===== src/rtl/move_executor_if.sv =====
// Bundle of the move request, validator handshake and board RAM signals around move_executor.
// The slave modport is the executor's view; master is the surrounding environment.
interface move_executor_if;
  logic       move_req;
  logic       player;
  logic [2:0] origin_x;
  logic [2:0] origin_y;
  logic [2:0] destination_x;
  logic [2:0] destination_y;
  logic       start_validation;
  logic [3:0] piece_to_move;
  logic [5:0] address_validator;
  logic [3:0] piece_read;
  logic       move_valid;
  logic       validate_complete;
  logic [5:0] mem_address;
  logic [3:0] mem_data_in;
  logic       mem_write;
  logic [3:0] mem_data_out;
  logic       busy;
  logic       move_done;
  logic [1:0] result_code;
  logic [3:0] captured_piece;
  logic       king_captured;

  modport slave (
    input  move_req, player, origin_x, origin_y, destination_x, destination_y,
    input  address_validator, move_valid, validate_complete, mem_data_in,
    output start_validation, piece_to_move, piece_read, mem_address, mem_write,
    output mem_data_out, busy, move_done, result_code, captured_piece, king_captured
  );

  modport master (
    output move_req, player, origin_x, origin_y, destination_x, destination_y,
    output address_validator, move_valid, validate_complete, mem_data_in,
    input  start_validation, piece_to_move, piece_read, mem_address, mem_write,
    input  mem_data_out, busy, move_done, result_code, captured_piece, king_captured
  );
endinterface


===== src/rtl/move_executor.sv =====
// Runs one chess move: reads origin/destination, screens it, asks the validator,
// then writes destination and clears origin, or rejects without touching the board.
module move_executor #(
  parameter int unsigned TIMEOUT_CYCLES = 255
) (
  input  logic           clk,
  input  logic           rst_n,
  move_executor_if.slave bus
);
  typedef enum logic [3:0] {
    S_IDLE, S_RD_ORG, S_RD_DST, S_CHK, S_START, S_ARM, S_WAIT_V, S_WR_DST, S_WR_ORG, S_DONE
  } state_t;

  state_t     state_q;
  logic       player_q;
  logic [5:0] org_addr_q;
  logic [5:0] dst_addr_q;
  logic [3:0] piece_q;
  logic [3:0] dst_piece_q;
  logic [7:0] cnt_q;
  logic       start_q;
  logic       write_q;
  logic [3:0] wdata_q;
  logic       busy_q;
  logic       done_q;
  logic [1:0] code_q;
  logic [3:0] cap_q;
  logic       king_q;
  logic [5:0] mem_address_d;

  // Codes 7..12 are black; anything nonzero below 7 is white.
  function automatic logic is_black(input logic [3:0] p);
    return p >= 4'd7;
  endfunction

  always_ff @(posedge clk or negedge rst_n) begin
    if (!rst_n) begin
      state_q     <= S_IDLE;
      player_q    <= 1'b0;
      org_addr_q  <= '0;
      dst_addr_q  <= '0;
      piece_q     <= '0;
      dst_piece_q <= '0;
      cnt_q       <= '0;
      start_q     <= 1'b0;
      write_q     <= 1'b0;
      wdata_q     <= '0;
      busy_q      <= 1'b0;
      done_q      <= 1'b0;
      code_q      <= '0;
      cap_q       <= '0;
      king_q      <= 1'b0;
    end else begin
      start_q <= 1'b0;
      write_q <= 1'b0;
      done_q  <= 1'b0;
      king_q  <= 1'b0;
      case (state_q)
        S_IDLE: begin
          if (bus.move_req) begin
            state_q    <= S_RD_ORG;
            busy_q     <= 1'b1;
            player_q   <= bus.player;
            org_addr_q <= {bus.origin_x, bus.origin_y};
            dst_addr_q <= {bus.destination_x, bus.destination_y};
            code_q     <= '0;
            cap_q      <= '0;
          end
        end
        S_RD_ORG: state_q <= S_RD_DST;
        S_RD_DST: begin
          piece_q <= bus.mem_data_in;
          state_q <= S_CHK;
        end
        S_CHK: begin
          dst_piece_q <= bus.mem_data_in;
          if (piece_q == 4'd0) begin
            code_q  <= 2'd1;
            done_q  <= 1'b1;
            state_q <= S_DONE;
          end else if (is_black(piece_q) != player_q) begin
            code_q  <= 2'd2;
            done_q  <= 1'b1;
            state_q <= S_DONE;
          end else if ((org_addr_q == dst_addr_q) ||
                       ((bus.mem_data_in != 4'd0) && (is_black(bus.mem_data_in) == player_q))) begin
            code_q  <= 2'd3;
            done_q  <= 1'b1;
            state_q <= S_DONE;
          end else begin
            start_q <= 1'b1;
            state_q <= S_START;
          end
        end
        S_START: state_q <= S_ARM;
        // A complete level seen here may belong to the previous move, so it is not sampled.
        S_ARM: begin
          cnt_q   <= '0;
          state_q <= S_WAIT_V;
        end
        S_WAIT_V: begin
          if (bus.validate_complete) begin
            if (bus.move_valid) begin
              write_q <= 1'b1;
              wdata_q <= piece_q;
              state_q <= S_WR_DST;
            end else begin
              code_q  <= 2'd3;
              done_q  <= 1'b1;
              state_q <= S_DONE;
            end
          end else if (cnt_q == 8'(TIMEOUT_CYCLES - 1)) begin
            code_q  <= 2'd3;
            done_q  <= 1'b1;
            state_q <= S_DONE;
          end else begin
            cnt_q <= cnt_q + 8'd1;
          end
        end
        S_WR_DST: begin
          write_q <= 1'b1;
          wdata_q <= '0;
          state_q <= S_WR_ORG;
        end
        S_WR_ORG: begin
          done_q  <= 1'b1;
          code_q  <= 2'd0;
          cap_q   <= dst_piece_q;
          king_q  <= (dst_piece_q == 4'd6) || (dst_piece_q == 4'd12);
          state_q <= S_DONE;
        end
        S_DONE: begin
          busy_q  <= 1'b0;
          state_q <= S_IDLE;
        end
        default: state_q <= S_IDLE;
      endcase
    end
  end

  // The validator owns the read port for the whole wait.
  always_comb begin
    mem_address_d = '0;
    case (state_q)
      S_RD_ORG, S_WR_ORG: mem_address_d = org_addr_q;
      S_RD_DST, S_WR_DST: mem_address_d = dst_addr_q;
      S_WAIT_V:           mem_address_d = bus.address_validator;
      default:            mem_address_d = '0;
    endcase
  end

  assign bus.mem_address      = mem_address_d;
  assign bus.piece_read       = bus.mem_data_in;
  assign bus.start_validation = start_q;
  assign bus.piece_to_move    = piece_q;
  assign bus.mem_write        = write_q;
  assign bus.mem_data_out     = wdata_q;
  assign bus.busy             = busy_q;
  assign bus.move_done        = done_q;
  assign bus.result_code      = code_q;
  assign bus.captured_piece   = cap_q;
  assign bus.king_captured    = king_q;
endmodule


===== src/flat_wrapper.sv =====
// flat-port wrapper written by rule: the top's interface ports become plain ports
module move_executor_flat 
#(
  parameter int unsigned TIMEOUT_CYCLES = 255
)
  (clk, rst_n, bus_move_req, bus_player, bus_origin_x, bus_origin_y, bus_destination_x, bus_destination_y, bus_address_validator, bus_move_valid, bus_validate_complete, bus_mem_data_in, bus_start_validation, bus_piece_to_move, bus_piece_read, bus_mem_address, bus_mem_write, bus_mem_data_out, bus_busy, bus_move_done, bus_result_code, bus_captured_piece, bus_king_captured);
  move_executor_if bus_i ();
  input  logic clk;
  input  logic rst_n;
  input wire logic [$bits(bus_i.move_req)-1:0] bus_move_req;
  input wire logic [$bits(bus_i.player)-1:0] bus_player;
  input wire logic [$bits(bus_i.origin_x)-1:0] bus_origin_x;
  input wire logic [$bits(bus_i.origin_y)-1:0] bus_origin_y;
  input wire logic [$bits(bus_i.destination_x)-1:0] bus_destination_x;
  input wire logic [$bits(bus_i.destination_y)-1:0] bus_destination_y;
  input wire logic [$bits(bus_i.address_validator)-1:0] bus_address_validator;
  input wire logic [$bits(bus_i.move_valid)-1:0] bus_move_valid;
  input wire logic [$bits(bus_i.validate_complete)-1:0] bus_validate_complete;
  input wire logic [$bits(bus_i.mem_data_in)-1:0] bus_mem_data_in;
  output wire logic [$bits(bus_i.start_validation)-1:0] bus_start_validation;
  output wire logic [$bits(bus_i.piece_to_move)-1:0] bus_piece_to_move;
  output wire logic [$bits(bus_i.piece_read)-1:0] bus_piece_read;
  output wire logic [$bits(bus_i.mem_address)-1:0] bus_mem_address;
  output wire logic [$bits(bus_i.mem_write)-1:0] bus_mem_write;
  output wire logic [$bits(bus_i.mem_data_out)-1:0] bus_mem_data_out;
  output wire logic [$bits(bus_i.busy)-1:0] bus_busy;
  output wire logic [$bits(bus_i.move_done)-1:0] bus_move_done;
  output wire logic [$bits(bus_i.result_code)-1:0] bus_result_code;
  output wire logic [$bits(bus_i.captured_piece)-1:0] bus_captured_piece;
  output wire logic [$bits(bus_i.king_captured)-1:0] bus_king_captured;
  assign bus_i.move_req = bus_move_req;
  assign bus_i.player = bus_player;
  assign bus_i.origin_x = bus_origin_x;
  assign bus_i.origin_y = bus_origin_y;
  assign bus_i.destination_x = bus_destination_x;
  assign bus_i.destination_y = bus_destination_y;
  assign bus_i.address_validator = bus_address_validator;
  assign bus_i.move_valid = bus_move_valid;
  assign bus_i.validate_complete = bus_validate_complete;
  assign bus_i.mem_data_in = bus_mem_data_in;
  assign bus_start_validation = bus_i.start_validation;
  assign bus_piece_to_move = bus_i.piece_to_move;
  assign bus_piece_read = bus_i.piece_read;
  assign bus_mem_address = bus_i.mem_address;
  assign bus_mem_write = bus_i.mem_write;
  assign bus_mem_data_out = bus_i.mem_data_out;
  assign bus_busy = bus_i.busy;
  assign bus_move_done = bus_i.move_done;
  assign bus_result_code = bus_i.result_code;
  assign bus_captured_piece = bus_i.captured_piece;
  assign bus_king_captured = bus_i.king_captured;
  move_executor #(.TIMEOUT_CYCLES(TIMEOUT_CYCLES)) u_core (.clk(clk), .rst_n(rst_n), .bus(bus_i));
endmodule

===== config.mk =====
export PLATFORM = sky130hd
export DESIGN_NAME = move_executor_flat
export DESIGN_NICKNAME = d
export VERILOG_FILES = /design/src/rtl/move_executor_if.sv /design/src/rtl/move_executor.sv /design/src/flat_wrapper.sv
export SDC_FILE = /design/constraint.sdc
export NUM_CORES = 1
export LEC_CHECK = 0
export BUFFER_PORTS_ARGS = -buffer_cell sky130_fd_sc_hd__buf_2
export CAP_MARGIN = 20
export CORE_ASPECT_RATIO = 0.7
export CORE_MARGIN = 3
export CORE_UTILIZATION = 58
export CTS_CLUSTER_SIZE = 8
export DETAILED_ROUTE_END_ITERATION = 7
export GPL_ROUTABILITY_DRIVEN = 0
export PLACE_DENSITY = 0.88
export SETUP_SLACK_MARGIN = 0.05
export SYNTH_ARGS = -nofsm -noshare
export SYNTH_HDL_FRONTEND = slang
export SYNTH_SLANG_ARGS = --single-unit

===== constraint.sdc =====
create_clock -name clk -period 4.5 [get_ports clk]
set_clock_uncertainty 0.05 [all_clocks]
set_input_delay 0.45 -clock clk [delete_from_list [all_inputs] [get_ports clk]]
set_output_delay 0.45 -clock clk [all_outputs]
set_load 0.01 [all_outputs]

# Word level (Yosys, flattened, before mapping)
# Index checks and enable logic that the tools add are counted.
# totals
regBits	48
latch_bits	0
ram_bits	0
mem_bits_ro	0
input_bits	28
out_inout_bits	29
wordCells	103
mem_count	0
# classes
addsub	1
multipliers	0
div	0
magnitude_cmp	2
eq_ne	23
shifts	0
mux	42
n_bitwise	0
n_reduce_logical	20
# op_table
op	count
2-to-1 mux 4 bit	10
case mux 4 bit (9 select lines)	1
== test 4 x 3 -> 1 bit, second input constant	5
case mux 6 bit (3 select lines)	1
2-to-1 mux 8 bit	2
case mux 4 bit (2 select lines)	2
case mux 8 bit (2 select lines)	1
2-to-1 mux 1 bit	14
2-to-1 mux 2 bit	7
== test 4 bit, second input constant	3
!= test 2 bit, second input constant	5
adder 8 x 1 -> 8 bit, second input constant	1
== test 4 x 2 -> 1 bit, second input constant	2
== test 8 bit, second input constant	1
>= comparator 4 x 3 -> 1 bit, second input constant	2
logical NOT 4 bit	2
case mux 2 bit (4 select lines)	1
AND reduction 2 bit	4
nonzero test 2 bit	4
nonzero test 4 bit	2
== test 6 bit	1
AND reduction 3 bit	2
AND reduction 5 bit	1
== test 4 x 1 -> 1 bit, second input constant	1
10 further kinds	13

# Longest topological paths before layout
# depth
word_depth	8
depth_mapped	7
mapped_depth_nobuf	7

# Worst setup path after synthesis
# OpenSTA, ideal clock, no wires.
# synth_timing
path_type	reg2out
start	register u_core.state_q[0]
end	output bus_mem_address[2]
arrival_ns	1.269
required_ns	4.000
path_slack_ns	2.731
path_stages_with_launch	6
n_path_buf	1
path_cell_list	dfrtp_1 buf_4 xnor2_1 nor3_1 a222oi_1 inv_1
# synth_between
elab_chain_cells	3
elab_cells_between_ends	8
cone_classes	5 x eq/ne; 1 x mux; 2 x reduce/logical
# synth_rtl
element	line_no	source
from (decl)	move_executor.sv:14	state_t state_q;
from (signal assigned)	move_executor.sv:38	state_q <= S_IDLE;
from (signal assigned)	move_executor.sv:61	state_q <= S_RD_ORG;
from (signal assigned)	move_executor.sv:70	S_RD_ORG: state_q <= S_RD_DST;
== test 4 x 2 -> 1 bit, or another cell as far along	move_executor.sv:144	case (state_q)
OR reduction 2 bit	move_executor.sv:144	
case mux 6 bit (3 select lines) *	move_executor.sv:144	
to (decl)	flat_wrapper.sv:23	output wire logic [$bits(bus_i.mem_address)-1:0] bus_mem_address;
# Every way passes the cells marked *; elsewhere a longest branch is shown, timed or not.

# Worst setup path in the final report
# layout_timing
start	register u_core.state_q[0]
end	output bus_mem_address[3]
# Same word-level chain as after synthesis.

==> flow_summary.ini <==
[outcome]
status = complete, no violations

[cells_and_area]
final_cell_count_no_fill = 340
finalNetCount = 317
drive_above_1_share_pct = 31.3
antenna_cells = 0
area_growth_pct = 16.3
num-fill-cells = 282
stdcell_area_um2 = 2880

[job]
maxCapViolCount = 0

[cts]
htreeDepth = 2
max-clock-path-buffers = 2
cts_sinks = 48
clkTransAtPathRegs_ns = 0.09
cts_buffers = 5
clock_latency_ns = 0.30
root_buffer = clkbuf_8
cts_tree = done

[timing]
fmax_mhz = 365
fin_crit_sh_pct = 60.9
finalHoldViolCount = 0
whs_ns = 0.309
rsz0062_at_grt = no
period_needed_ns = 2.74
slew_headroom_pct = 49.0
postLayoutSetupSlackWorst_ns = 1.76
worst_slew_pin_slew_ns = 0.759
setup_tns_ns = 0
maxSlewViolCount = 0
setup_violations = 0

[drt]
wl_um = 5550
post_drt_via_cell_ratio = 5.81
drt_pass1_iterations = 5
drtIter0Drc = 179
antenna_left = 0
routedWlPerCell_um = 16.3
vias = 1977
drc = 0

[global_routing]
overflow = 0
grt_pass1_vias = 1841
antenna_found_initial = 0
grt_usage_pct = 22.4
grt_pass1_wl_um = 8870
grt_max_degree = 49

[synth]
syn_inst = 235
synth_edf_count = 0
ys_warn_count = 0
yosysSeqAreaShare_pct = 48.4
ys_types = 48
syn_nets = 265
ys_ff_latch = 48
synth_ff_type = dfrtp_1
synthArstFlopShare_pct = 100
syn-cell-area_um2 = 2480
synth_area_per_cell_um2 = 10.6

[placed_design]
place_area_um2 = 2740
port_buffers = 56
hpwl_um = 3940
dp.cells = 330
post-place-ws_ns = 2.09

[worst_setup_path]
path_class = flip-flop to output pin
cp-end-kind = output pin
regToRegSetupSlack_ns = 2.34
path_depth = 5
worstPathArrival_ns = 2.24
r2r_cells = 5
slowest_stage = dfrtp_1
cp_num_buf_inv = 2
cp.required_ns = 4.00
rr_startpoint = u_core.state_q[0]$_DFFE_PN0P_
max_stage_delay_ns = 0.76
rr_endpoint = u_core.cnt_q[7]$_DFFE_PN0P_
critPathTopFamily = flip-flops
start_kind = flip-flop
path_cells = xnor2_1, nor3_1, a222oi_1, inv_1, buf_2
critical_path_peak_fanout = 21

[floorplanning]
dieArea_um2 = 5110
placementRows = 19
die_w_um = 84.2
initial_core_util_pct = 61.7
die_h_um = 60.7
fp.coreArea_um2 = 4020
ioPinCount = 57

[power_and_ir_drop]
seqPwrFrac_pct = 42.2
p_int_uw = 1130
cellLeakagePower_uw = 0.00143
p_comb_share_pct = 41.5
p_switching_uw = 763
switching_share_pct = 40.2
power.density_nw_per_um2 = 657
power.share.clock_pct = 16.3
peakVddDrop_v = 0.000326

[hold_path]
min_to = u_core.org_addr_q[2]$_DFFE_PN0P_
whs_path_depth = 2
min_from = bus_origin_y[2]
hold_path_class = primary input to flip-flop
==> worst reg2reg max path, stage by stage, from the launching register on <==
cell      delay (ns)
dfrtp_1         0.62
and4bb_1        0.67
o211ai_4        0.24
nor3_2          0.24
xnor2_1         0.16
nor2_1          0.07
==> cells in the mapped netlist (all sizes together) (2+ instances only) <==
| cell type | count | area share, % |
|---|---|---|
| a22oi | 4 | 1.2 |
| a21oi | 7 | 1.4 |
| xnor2 | 5 | 1.8 |
| dfrtp | 48 | 48 |
| o21ai | 12 | 2.4 |
| and3 | 2 | 0.50 |
| nand2b | 2 | 0.50 |
| inv | 12 | 1.8 |
| a22o | 4 | 1.4 |
| nor4 | 2 | 0.50 |
| ha | 2 | 1.0 |
| a31oi | 2 | 0.50 |
| nand3 | 5 | 1.0 |
| clkbuf | 2 | 0.30 |
| and2 | 2 | 0.50 |
| o21bai | 2 | 0.61 |
| nand2 | 30 | 4.5 |
| xor2 | 11 | 3.9 |
| nor2b | 3 | 0.86 |
| nor2 | 18 | 2.8 |
| nand4 | 3 | 1.0 |
| buf | 11 | 3.0 |
| mux2 | 17 | 7.7 |
| a222oi | 7 | 2.8 |
| nor3 | 6 | 2.3 |
| o211ai | 3 | 1.9 |
==> routing by layer <==
metal,vias to the layer above,track usage (%),part of all wire [%]
met1,946,33.3,45
met5,-,0,0
li1,946,-,-
met2,80,33.1,46
met3,5,5.43,8.1
met4,0,6.65,0.65
==> registers in the layout, summed over array words and instances (netlist names), 2 cells and up <==
register / flops
u_core.bus.piece_to_move: 4
u_core.state_q: 4
u_core.bus.captured_piece: 4
u_core.cnt_q: 8
u_core.dst_addr_q: 6
u_core.org_addr_q: 6
u_core.dst_piece_q: 4
u_core.bus.result_code: 2
u_core.bus.mem_data_out: 4
==> cells by family after synthesis <==
logic type                 count (synthesis)  share of synthesized area [%]
AOI/OAI and AO/OA                         47                           15.0
xor gates and xnor gates                  16                           5.65
adders and majority gates                  2                           1.01
buffers and inverters                     25                           5.15
DFF                                       48                           48.4
muxes                                     18                           8.12
and+or+nand+nor                           79                           16.6
==> power by group through the flow <==
stage / Sequential [uW] / Clock [uW] / Combinational (uW)
2_1_floorplan: 748 / 0 / 589
3_3_place_gp: 790 / 0 / 751
3_5_place_dp: 802 / 0 / 776
4_1_cts: 795 / 314 / 787
5_1_grt: 825 / 335 / 888
6_report: 800 / 308 / 787
==> area by class of cell <==
cell class / count / area (um2) / share of cell area (%)
clock buffer: 5 / 68.8 / 2.39
clock inverter: 3 / 42.5 / 1.48
inverter: 12 / 45.0 / 1.56
multi-input combinational: 162 / 1150 / 39.9
sequential: 48 / 1200 / 41.6
tap: 52 / 65.1 / 2.26
timing repair buffer: 58 / 310 / 10.8
==> timing repair <==
item / 4_1_cts / 5_1_grt
hold buffers: 0 / 1
gates resized for setup: 0 / 0
endpoints found under the setup margin: 0 / 0
setup buffers: 0 / 0
hold endpoints to repair: 0 / 4
==> per-stage QoR <==
stage	utilization [%]	total power, uW
6_report	71.8	1900
5_1_grt	71.8	2050
4_1_cts	71.0	1900
3_5_place_dp	68.3	1580
3_3_place_gp	68.3	1540
2_1_floorplan	-	1340
==> how the worst max path moves through the flow <==
stage	startpoint	endpoint	slack [ns]
global route	u_core.state_q[0]$_DFFE_PN0P_	bus_mem_address[0]	1.45
finish	u_core.state_q[0]$_DFFE_PN0P_	bus_mem_address[3]	1.76
floorplan	u_core.state_q[0]$_DFFE_PN0P_	bus_mem_address[2]	2.73
CTS	u_core.state_q[0]$_DFFE_PN0P_	bus_mem_address[3]	1.75
detailed placement	u_core.state_q[0]$_DFFE_PN0P_	bus_mem_address[3]	2.09
global placement	u_core.state_q[0]$_DFFE_PN0P_	bus_mem_address[2]	2.19
==> placed cells by master (no fill, tap or decap), drive strengths merged, types with 5 or more instances in the layout <==
| cell | synthesis | layout |
|---|---|---|
| buf | 11 | 57 |
| nand3 | 5 | 5 |
| inv | 12 | 12 |
| nor3 | 6 | 6 |
| a21oi | 7 | 7 |
| xnor2 | 5 | 5 |
| nand2 | 30 | 30 |
| dfrtp | 48 | 48 |
| mux2 | 17 | 17 |
| xor2 | 11 | 11 |
| nor2 | 18 | 18 |
| clkbuf | 2 | 5 |
| o21ai | 12 | 12 |
| a222oi | 7 | 7 |
(Power assumes the default switching activity.)
